<file path="src/rtl/core_launch_sequencer.sv">
// Launches four cores on consecutive cycles, collects their done signals, and
// reports the run status, elapsed cycle count and a timeout flag.
module core_launch_sequencer #(
    parameter logic [15:0] TIMEOUT_CYCLES = 16'd5000,
    parameter int unsigned COUNT_W        = 16
) (
    input  logic               fast_clock,
    input  logic               reset_n,
    input  logic               start_process,
    input  logic [3:0]         core_done,
    output logic [3:0]         core_start,
    output logic [1:0]         status,
    output logic               timeout,
    output logic [COUNT_W-1:0] cycle_count
);
    localparam int unsigned CMP_W = (COUNT_W > 16) ? COUNT_W : 16;

    typedef enum logic [1:0] {
        IDLE     = 2'd0,
        LAUNCH   = 2'd1,
        RUNNING  = 2'd2,
        FINISHED = 2'd3
    } state_t;

    state_t             state, state_next;
    logic               start_q, start_prev, start_rise;
    logic [3:0]         launched, done_capt, done_mask, done_mask_next, core_start_next;
    logic               timeout_next, mask_full, count_hit;
    logic [COUNT_W-1:0] count_inc, count_next;

    assign start_rise = start_q & ~start_prev;
    assign status     = state;

    // NOTE: sequential state uses non-blocking assignments so every register samples pre-edge values.
    always_ff @(posedge fast_clock or negedge reset_n) begin
        if (!reset_n) begin
            state       <= IDLE;
            start_q     <= 1'b0;
            start_prev  <= 1'b0;
            core_start  <= 4'b0000;
            done_mask   <= 4'b0000;
            timeout     <= 1'b0;
            cycle_count <= '0;
        end else begin
            state       <= state_next;
            start_q     <= start_process;
            start_prev  <= start_q;
            core_start  <= core_start_next;
            done_mask   <= done_mask_next;
            timeout     <= timeout_next;
            cycle_count <= count_next;
        end
    end

    always_comb begin
        // NOTE: every signal driven here gets a default first, so no path can infer a latch.
        launched        = 4'b0000;
        state_next      = state;
        core_start_next = 4'b0000;
        timeout_next    = timeout;
        done_mask_next  = done_mask;
        count_next      = cycle_count;

        // core_start is one-hot during LAUNCH, so cores at or below the hot bit are launched
        case (state)
            LAUNCH:  launched = {core_start[3], |core_start[3:2], |core_start[3:1], 1'b1};
            RUNNING: launched = 4'b1111;
            default: launched = 4'b0000;
        endcase

        done_capt = done_mask | (core_done & launched);
        mask_full = &done_capt;
        count_inc = (&cycle_count) ? cycle_count : cycle_count + COUNT_W'(1);
        count_hit = CMP_W'(count_inc) >= CMP_W'(TIMEOUT_CYCLES);

        case (state)
            IDLE: begin
                if (start_rise) begin
                    state_next      = LAUNCH;
                    core_start_next = 4'b0001;
                    timeout_next    = 1'b0;
                    done_mask_next  = 4'b0000;
                    count_next      = '0;
                end
            end
            LAUNCH: begin
                done_mask_next = done_capt;
                count_next     = count_inc;
                if (count_hit && !mask_full) begin
                    state_next   = FINISHED;
                    timeout_next = 1'b1;
                end else if (core_start[3]) begin
                    state_next = RUNNING;
                end else begin
                    core_start_next = core_start << 1;
                end
            end
            RUNNING: begin
                done_mask_next = done_capt;
                count_next     = count_inc;
                // completion takes priority over a simultaneous timeout
                if (mask_full) begin
                    state_next = FINISHED;
                end else if (count_hit) begin
                    state_next   = FINISHED;
                    timeout_next = 1'b1;
                end
            end
            FINISHED: begin
                if (!start_process) state_next = IDLE;
            end
        endcase
    end
endmodule

</file>
<file path="config.mk">
export PLATFORM = sky130hd
export DESIGN_NAME = core_launch_sequencer
export DESIGN_NICKNAME = d
export VERILOG_FILES = /design/src/rtl/core_launch_sequencer.sv
export SDC_FILE = /design/constraint.sdc
export NUM_CORES = 1
export LEC_CHECK = 0
export BUFFER_PORTS_ARGS = -buffer_cell sky130_fd_sc_hd__buf_2
export CAP_MARGIN = 20
export CORE_ASPECT_RATIO = 0.6
export CORE_UTILIZATION = 57
export DETAILED_ROUTE_END_ITERATION = 10
export PLACE_DENSITY = 0.85
export SYNTH_ARGS = -nofsm -noshare
export SYNTH_HDL_FRONTEND = slang
export SYNTH_SLANG_ARGS = --single-unit
export TNS_END_PERCENT = 30
</file>
<file path="constraint.sdc">
create_clock -name fast_clock -period 3 [get_ports fast_clock]
set_clock_uncertainty 0.2 [all_clocks]
set_input_delay 0.3 -clock fast_clock [delete_from_list [all_inputs] [get_ports fast_clock]]
set_output_delay 0.3 -clock fast_clock [all_outputs]
set_load 0.01 [all_outputs]
</file>
======== Word-level counts from Yosys, hierarchy flattened ========
Cells that the tools add are included.
Widths: inputs -> output; s select.
operators by class
  add/sub/neg operators ................... 1
  magnitude comparators ................... 1
  equal/unequal tests ..................... 10
  mux-type cells .......................... 22
  bitwise operators ....................... 4
  reductions and logical operators ........ 13
operators by type and width
  operator               number
  $mux 16                2
  $pmux 16 s2            1
  $pmux 4 s2             3
  $add 16x1->16 const B  1
  $ge 16x13->1 const B   1
  $reduce_and 16->1      1
  $mux 2                 6
  $mux 4                 3
  $ne 2x2->1 const B     5
  $pmux 2 s4             1
  $reduce_and 4->1       2
  $ne 3x3->1 const B     2
  $mux 1                 5
  $reduce_and 5->1       1
  $and 4x4->4            1
  $eq 2x2->1 const B     2
  $or 4x4->4             1
  $reduce_or 2->1        2
  $pmux 1 s3             1
  $reduce_bool 3->1      1
  $reduce_or 3->1        1
  $eq 2x1->1 const B     1
  $logic_not 2->1        1
  $reduce_and 2->1       1
  other kinds (5)        5
word-level totals
  register bits ........................... 29
  bits of input ports ..................... 7
  output and inout port bits .............. 23
  logic and storage cells ................. 58

======== Depth between registers and ports, before layout ========
  word-level depth ........................ 9
  mapped depth ............................ 10
  depth with buffers taken out ............ 10

======== Least setup slack after synthesis ========
OpenSTA, ideal clock, no wires.
  path type ............................... register to register
  start point ............................. register state[0] (netlist: status[0])
  end point ............................... register state[0] (netlist: status[0])
  setup time .............................. 0.124 ns
  arrival ................................. 2.231 ns
  required time ........................... 2.676 ns
  setup slack ............................. 0.445 ns
  cell stages (with the launch flop) ...... 11
  path buffers ............................ 1
  clock period less this slack ............ 2.555 ns
  path through ............................ dfrtp_1 inv_1 ha_1 clkbuf_1 and2_1 a21oi_1 nor2_1 a222oi_1 o21ai_2 o21bai_1 o31a_1
on the way
  cells in the longest elaborated chain, start to end .. 9
  elaborated cells on any way between the ends .. 18
  classes of those cells .................. eq/ne: 7; mux: 4; bitwise: 2; reduce/logical: 5
ends and longest elaborated chain
  item                                                             line    source
  from (decl)                                                      25      state_t state, state_next;
  from (signal assigned)                                           45      state <= state_next;
  $eq 2x2->1 / $eq 2x1->1 (equally long branches)                  65, 76
  $pmux 4 s2                                                       65      case (state)
  $and 4x4->4                                                      71      done_capt = done_mask | (core_done & launched);
  $or 4x4->4                                                       71
  $reduce_and 4->1                                                 72      mask_full = &done_capt;
  $logic_not 1->1                                                  89      if (count_hit && !mask_full) begin
  $logic_and 1x1->1                                                89
  $ne 3x3->1 (no line) / $mux 2 (equally long branches)            n/a
  $reduce_and 4->1 (no line) / $pmux 2 s4 (equally long branches)  n/a
Parallel ways exist; a longest one is shown, timed or not.
A chain may end at the register's enable or synchronous reset.

======== Worst setup path after layout ========
  start point ............................. register cycle_count[1]
  end point ............................... register state[0] (netlist: status[0])
on the way
  cells in the longest elaborated chain, start to end .. 6
  elaborated cells on any way between the ends .. 10
  classes of those cells .................. add/sub: 1; order compare: 1; eq/ne: 2; mux: 3; reduce/logical: 3
ends and longest elaborated chain
  item                                                             line  source
  from (decl)                                                      14    output logic [COUNT_W-1:0] cycle_count
  from (signal assigned)                                           51    cycle_count <= count_next;
  $add 16x1->16 / $reduce_and 16->1 (equally long branches)        73    count_inc = (&cycle_count) ? cycle_count : cycle_count + COUNT_W'(1);
  $mux 16 *                                                        73
  $ge 16x13->1 *                                                   74    count_hit = CMP_W'(count_inc) >= CMP_W'(TIMEOUT_CYCLES);
  $logic_and 1x1->1                                                89
  $ne 3x3->1 (no line) / $mux 2 (equally long branches)            n/a
  $reduce_and 4->1 (no line) / $pmux 2 s4 (equally long branches)  n/a
Mark *: on every way between the ends. The rest lies on a longest branch, timed or not.

==> key figures <==
Clock network
  – TritonCTS Sinks: 29
  – Max Buffers Root-to-Sink: 2
  – Num CTS Buffers: 5
  – CTS clk-pin slew, worst paths: 0.07 ns
  – CTS tree: yes
  – H-tree depth: 2
  – Root buf cell: clkbuf_8
  – Post-CTS Setup Inserts: 0
  – Worst-Skew Late Latency: 0.28 ns

Synth
  – Synthesized area per cell: 8.85 sq um
  – Post-synthesis cell type count: 60
  – Synthesis Warnings: 0
  – Yosys top cell area share: 35.7%
  – Synthesized-area fraction occupied by adder cells: 3.08%
  – Xor-xnor portion of the synthesized cell area: 0%
  – Top_reg_cell synth: dfrtp_1
  – Mapped cell area: 2030 sq um
  – Asr flop ratio synth: 100%
  – Largest family of logic cells by synthesized area: compound AO/OA/AOI/OAI gates
  – Mapped Nets: 242
  – Sequential share of the synthesized area: 35.7%
  – Synthesized instance count: 230
  – Synth top area cells: dfrtp_1 36%, a21oi_1 5.4%, o21ai_0 5.4%, nand2_1 5.4%, nand4_4 3.1%
  – Mux contribution to synthesized area: 2.34%
  – Post-Synth Simple-Gate Area: 26.1%
  – Synthesized flop and latch total: 29
  – Complex-gate fraction of the synthesized area: 26.6%
  – Post-synth EDFFs: 0
  – Post-synth top area cell: dfrtp_1

Finish
  – Area Overhead vs Synth: 13.8%
  – Finished Core Util: 69.7%
  – Ant diodes: 0
  – Area of the multi-input gates: 1180 sq um
  – Sequential cell area: 726 sq um
  – Final Net Count: 275
  – Fin area: 2320 sq um
  – Share of cells above drive strength 1: 24.7%
  – # fillers: 265

Critical path
  – Most frequent CP cell: o21ai_2
  – WP data required: 2.97 ns
  – Crit-path cells: ha_1 > and3_2 > nand4_4 > a31oi_2 > o21ai_2 > o211ai_4 > o21ai_2 > o21bai_1 > o31a_1
  – Worst R2R End: status[0]$_DFFE_PN0P_
  – Crit path kind: register to register
  – CP top delay family: compound AO/OA/AOI/OAI gates
  – Worst Path Arrival: 2.75 ns
  – Crit-path max cell delay: 0.47 ns
  – Worst reg2reg path depth: 9
  – Setup crit end kind: register
  – Reg-to-reg startpoint: cycle_count[1]$_DFFE_PN0P_
  – Critical path peak fanout: 10
  – Crit path buf inv count: 0
  – Worst setup path startpoint: cycle_count[1]$_DFFE_PN0P_
  – Worst path depth: 9
  – Slowest CP cell: dfrtp_1
  – CP Launch Type: register
  – Worst Setup EP: status[0]$_DFFE_PN0P_
  – Reg2reg setup slack: 0.21 ns

GRT
  – GRT Total Usage: 31.5%
  – Pin count of the biggest net entering global routing: 30
  – GR Layer Usage met1: 48.7%
  – Vias in the first global route: 1,725
  – GRT busiest layer: met1
  – Initial antenna violation count: 0
  – First-pass GRT wire length: 8.71 mm
  – Grt total ovfl: 0
  – Met2 Use GR: 42.9%
  – Grt met3 use: 9.53%

Outcome
  – Status: complete, no violations

Floorplanning
  – Core area: 3320 sq um
  – Die area: 3820 sq um
  – FP Rows: 16
  – Initial core utilization: 61.2%
  – Die Y: 48.3 um
  – Ports: 30
  – Die X: 79.1 um

Placement
  – Detailed placement HPWL: 3.98 mm
  – Area after DPL: 2210 sq um
  – Setup WS pre-CTS: 0.163 ns
  – IO Port Bufs: 29
  – GP Congestion: 0.883

Route
  – Final wirelength: 5.46 mm
  – Pre-antenna DRT Iters: 7
  – Drt wl/cell: 17.7 um
  – Via count: 2,038
  – Via density: 6.62
  – Initial DRC Count: 215
  – Detail Route Antenna Nets: 0
  – DRC Markers: 0

STA
  – Final worst slack: 0.214 ns
  – Worst-Margin Slew: 0.675 ns
  – Post-route minimum period: 2.79 ns
  – Worst rel slew slack: 55.0%
  – Finish-stage setup viols: 0
  – Fin crit share: 92.9%
  – TNS Setup: 0 ns
  – Hold Vio Cnt, Final: 0
  – Slew Viols, Final: 0
  – RSZ-0062 raised after global routing: false
  – Maximum achievable frequency: 0.359 GHz
  – Hold_ws: 0.169 ns

Power
  – Leakage Power: 0.00103 uW
  – Worst VDD drop: 0.255 mV
  – Pwr Density: 320 nW/um^2

Run
  – Max-cap violations: 0

Worst hold path
  – HP Class: primary input to register
-- registers in the layout (all words and copies together), names as in the netlist --
register     count
done_mask        4
status           2
cycle_count     16
core_start       4
start_prev       1
timeout          1
start_q          1
-- placed cells by master (no fill, tap or decap), types with 2 or more instances in the layout --
| master | netlist | final |
|---|---|---|
| and4_1 | 2 | 2 |
| mux2_1 | 2 | 2 |
| nand4_1 | 7 | 7 |
| nand3_1 | 6 | 6 |
| buf_4 | 0 | 8 |
| a31oi_1 | 4 | 4 |
| ha_1 | 5 | 5 |
| nor3_1 | 5 | 5 |
| clkbuf_8 | 0 | 6 |
| o31ai_1 | 3 | 3 |
| dfrtp_1 | 29 | 29 |
| nor2_1 | 15 | 15 |
| a21oi_1 | 22 | 22 |
| nand2b_1 | 3 | 3 |
| o21ai_0 | 22 | 22 |
| o21ai_2 | 2 | 2 |
| nand3b_1 | 2 | 2 |
| buf_2 | 4 | 29 |
| and3_1 | 5 | 4 |
| o21ai_1 | 2 | 2 |
| and4_4 | 2 | 2 |
| and3_2 | 1 | 2 |
| nand2_1 | 29 | 29 |
| a2bb2oi_1 | 2 | 2 |
| nand4_4 | 3 | 3 |
| inv_1 | 9 | 9 |
| dlygate4sd3_1 | 0 | 2 |
| a22o_1 | 3 | 3 |
-- cell families (layout without fill, tap and decap cells) --
logic type	count (synthesis)	count (layout)
buffers and inverters	23	56
AOI/OAI and AO/OA	80	80
muxes	4	4
DFF	29	29
adders and majority gates	5	5
and+or+nand+nor	89	89
-- repair_timing --
action,CTS,global route
endpoints found under the setup margin,0,2
endpoints found under the hold margin,30,0
gates resized for setup,0,1
hold buffers,2,0
-- stage by stage --
stage	total power, uW	std cells
after floorplan	406	230
after global placement	420	299
after detailed placement	421	299
after CTS	745	308
after global routing	769	308
final	742	308
-- final cells by class --
cell class                 count  area share [%]
multi-input combinational    178            51.2
sequential                    29            31.3
timing repair buffer          39            9.72
clock buffer                   7            3.73
tap                           45            2.43
inverter                      10            1.62
-- per-layer routing --
metal	up-vias	wire length (um)
met5	-	0
met4	0	21
met3	4	751
met2	143	2090
met1	965	2600
li1	926	-
-- synthesized netlist by cell type, types with 2 or more instances --
| master | number |
|---|---|
| and4_4 | 2 |
| nand2_1 | 29 |
| o21ai_1 | 2 |
| and3_1 | 5 |
| dfrtp_1 | 29 |
| and4_1 | 2 |
| nor2_1 | 15 |
| a31oi_1 | 4 |
| inv_1 | 9 |
| nor3_1 | 5 |
| nand2b_1 | 3 |
| o21ai_0 | 22 |
| ha_1 | 5 |
| mux2_1 | 2 |
| nand3_1 | 6 |
| buf_6 | 3 |
| a21oi_1 | 22 |
| a22o_1 | 3 |
| nand4_4 | 3 |
| nand3b_1 | 2 |
| o31ai_1 | 3 |
| buf_2 | 4 |
| clkbuf_1 | 5 |
| nand4_1 | 7 |
| a2bb2oi_1 | 2 |
| o21ai_2 | 2 |
-- worst reg2reg max path: stages (launching register included) --
cell,delay [ns]
dfrtp_1,0.47
ha_1,0.27
and3_2,0.34
nand4_4,0.22
a31oi_2,0.27
o21ai_2,0.10
o211ai_4,0.25
o21ai_2,0.12
o21bai_1,0.18
o31a_1,0.24
-- report_power, final --
part	internal [uW]	leakage (uW)	total, uW	switching [uW]
Sequential	393	0.000371	393	0.842
Clock	182	0.0000443	326	145
Combinational	7.59	0.000619	22.1	14.5
-- how the worst min path moves through the flow --
| stage | to | cells past startpoint | slack [ns] | start |
|---|---|---|---|---|
| 4_1_cts | done_mask[2]$_DFFE_PN0P_ | 5 | 0.17 | core_done[2] |
| 5_1_grt | done_mask[2]$_DFFE_PN0P_ | 5 | 0.21 | core_done[2] |
| 6_report | done_mask[2]$_DFFE_PN0P_ | 5 | 0.17 | core_done[2] |
| 2_1_floorplan | core_start[0]$_DFF_PN0_ | 0 | -0.20 | reset_n |
| 3_5_place_dp | start_prev$_DFF_PN0_ | 1 | 0.17 | reset_n |
| 3_3_place_gp | start_prev$_DFF_PN0_ | 1 | 0.17 | reset_n |
(Power assumes the default switching activity.)
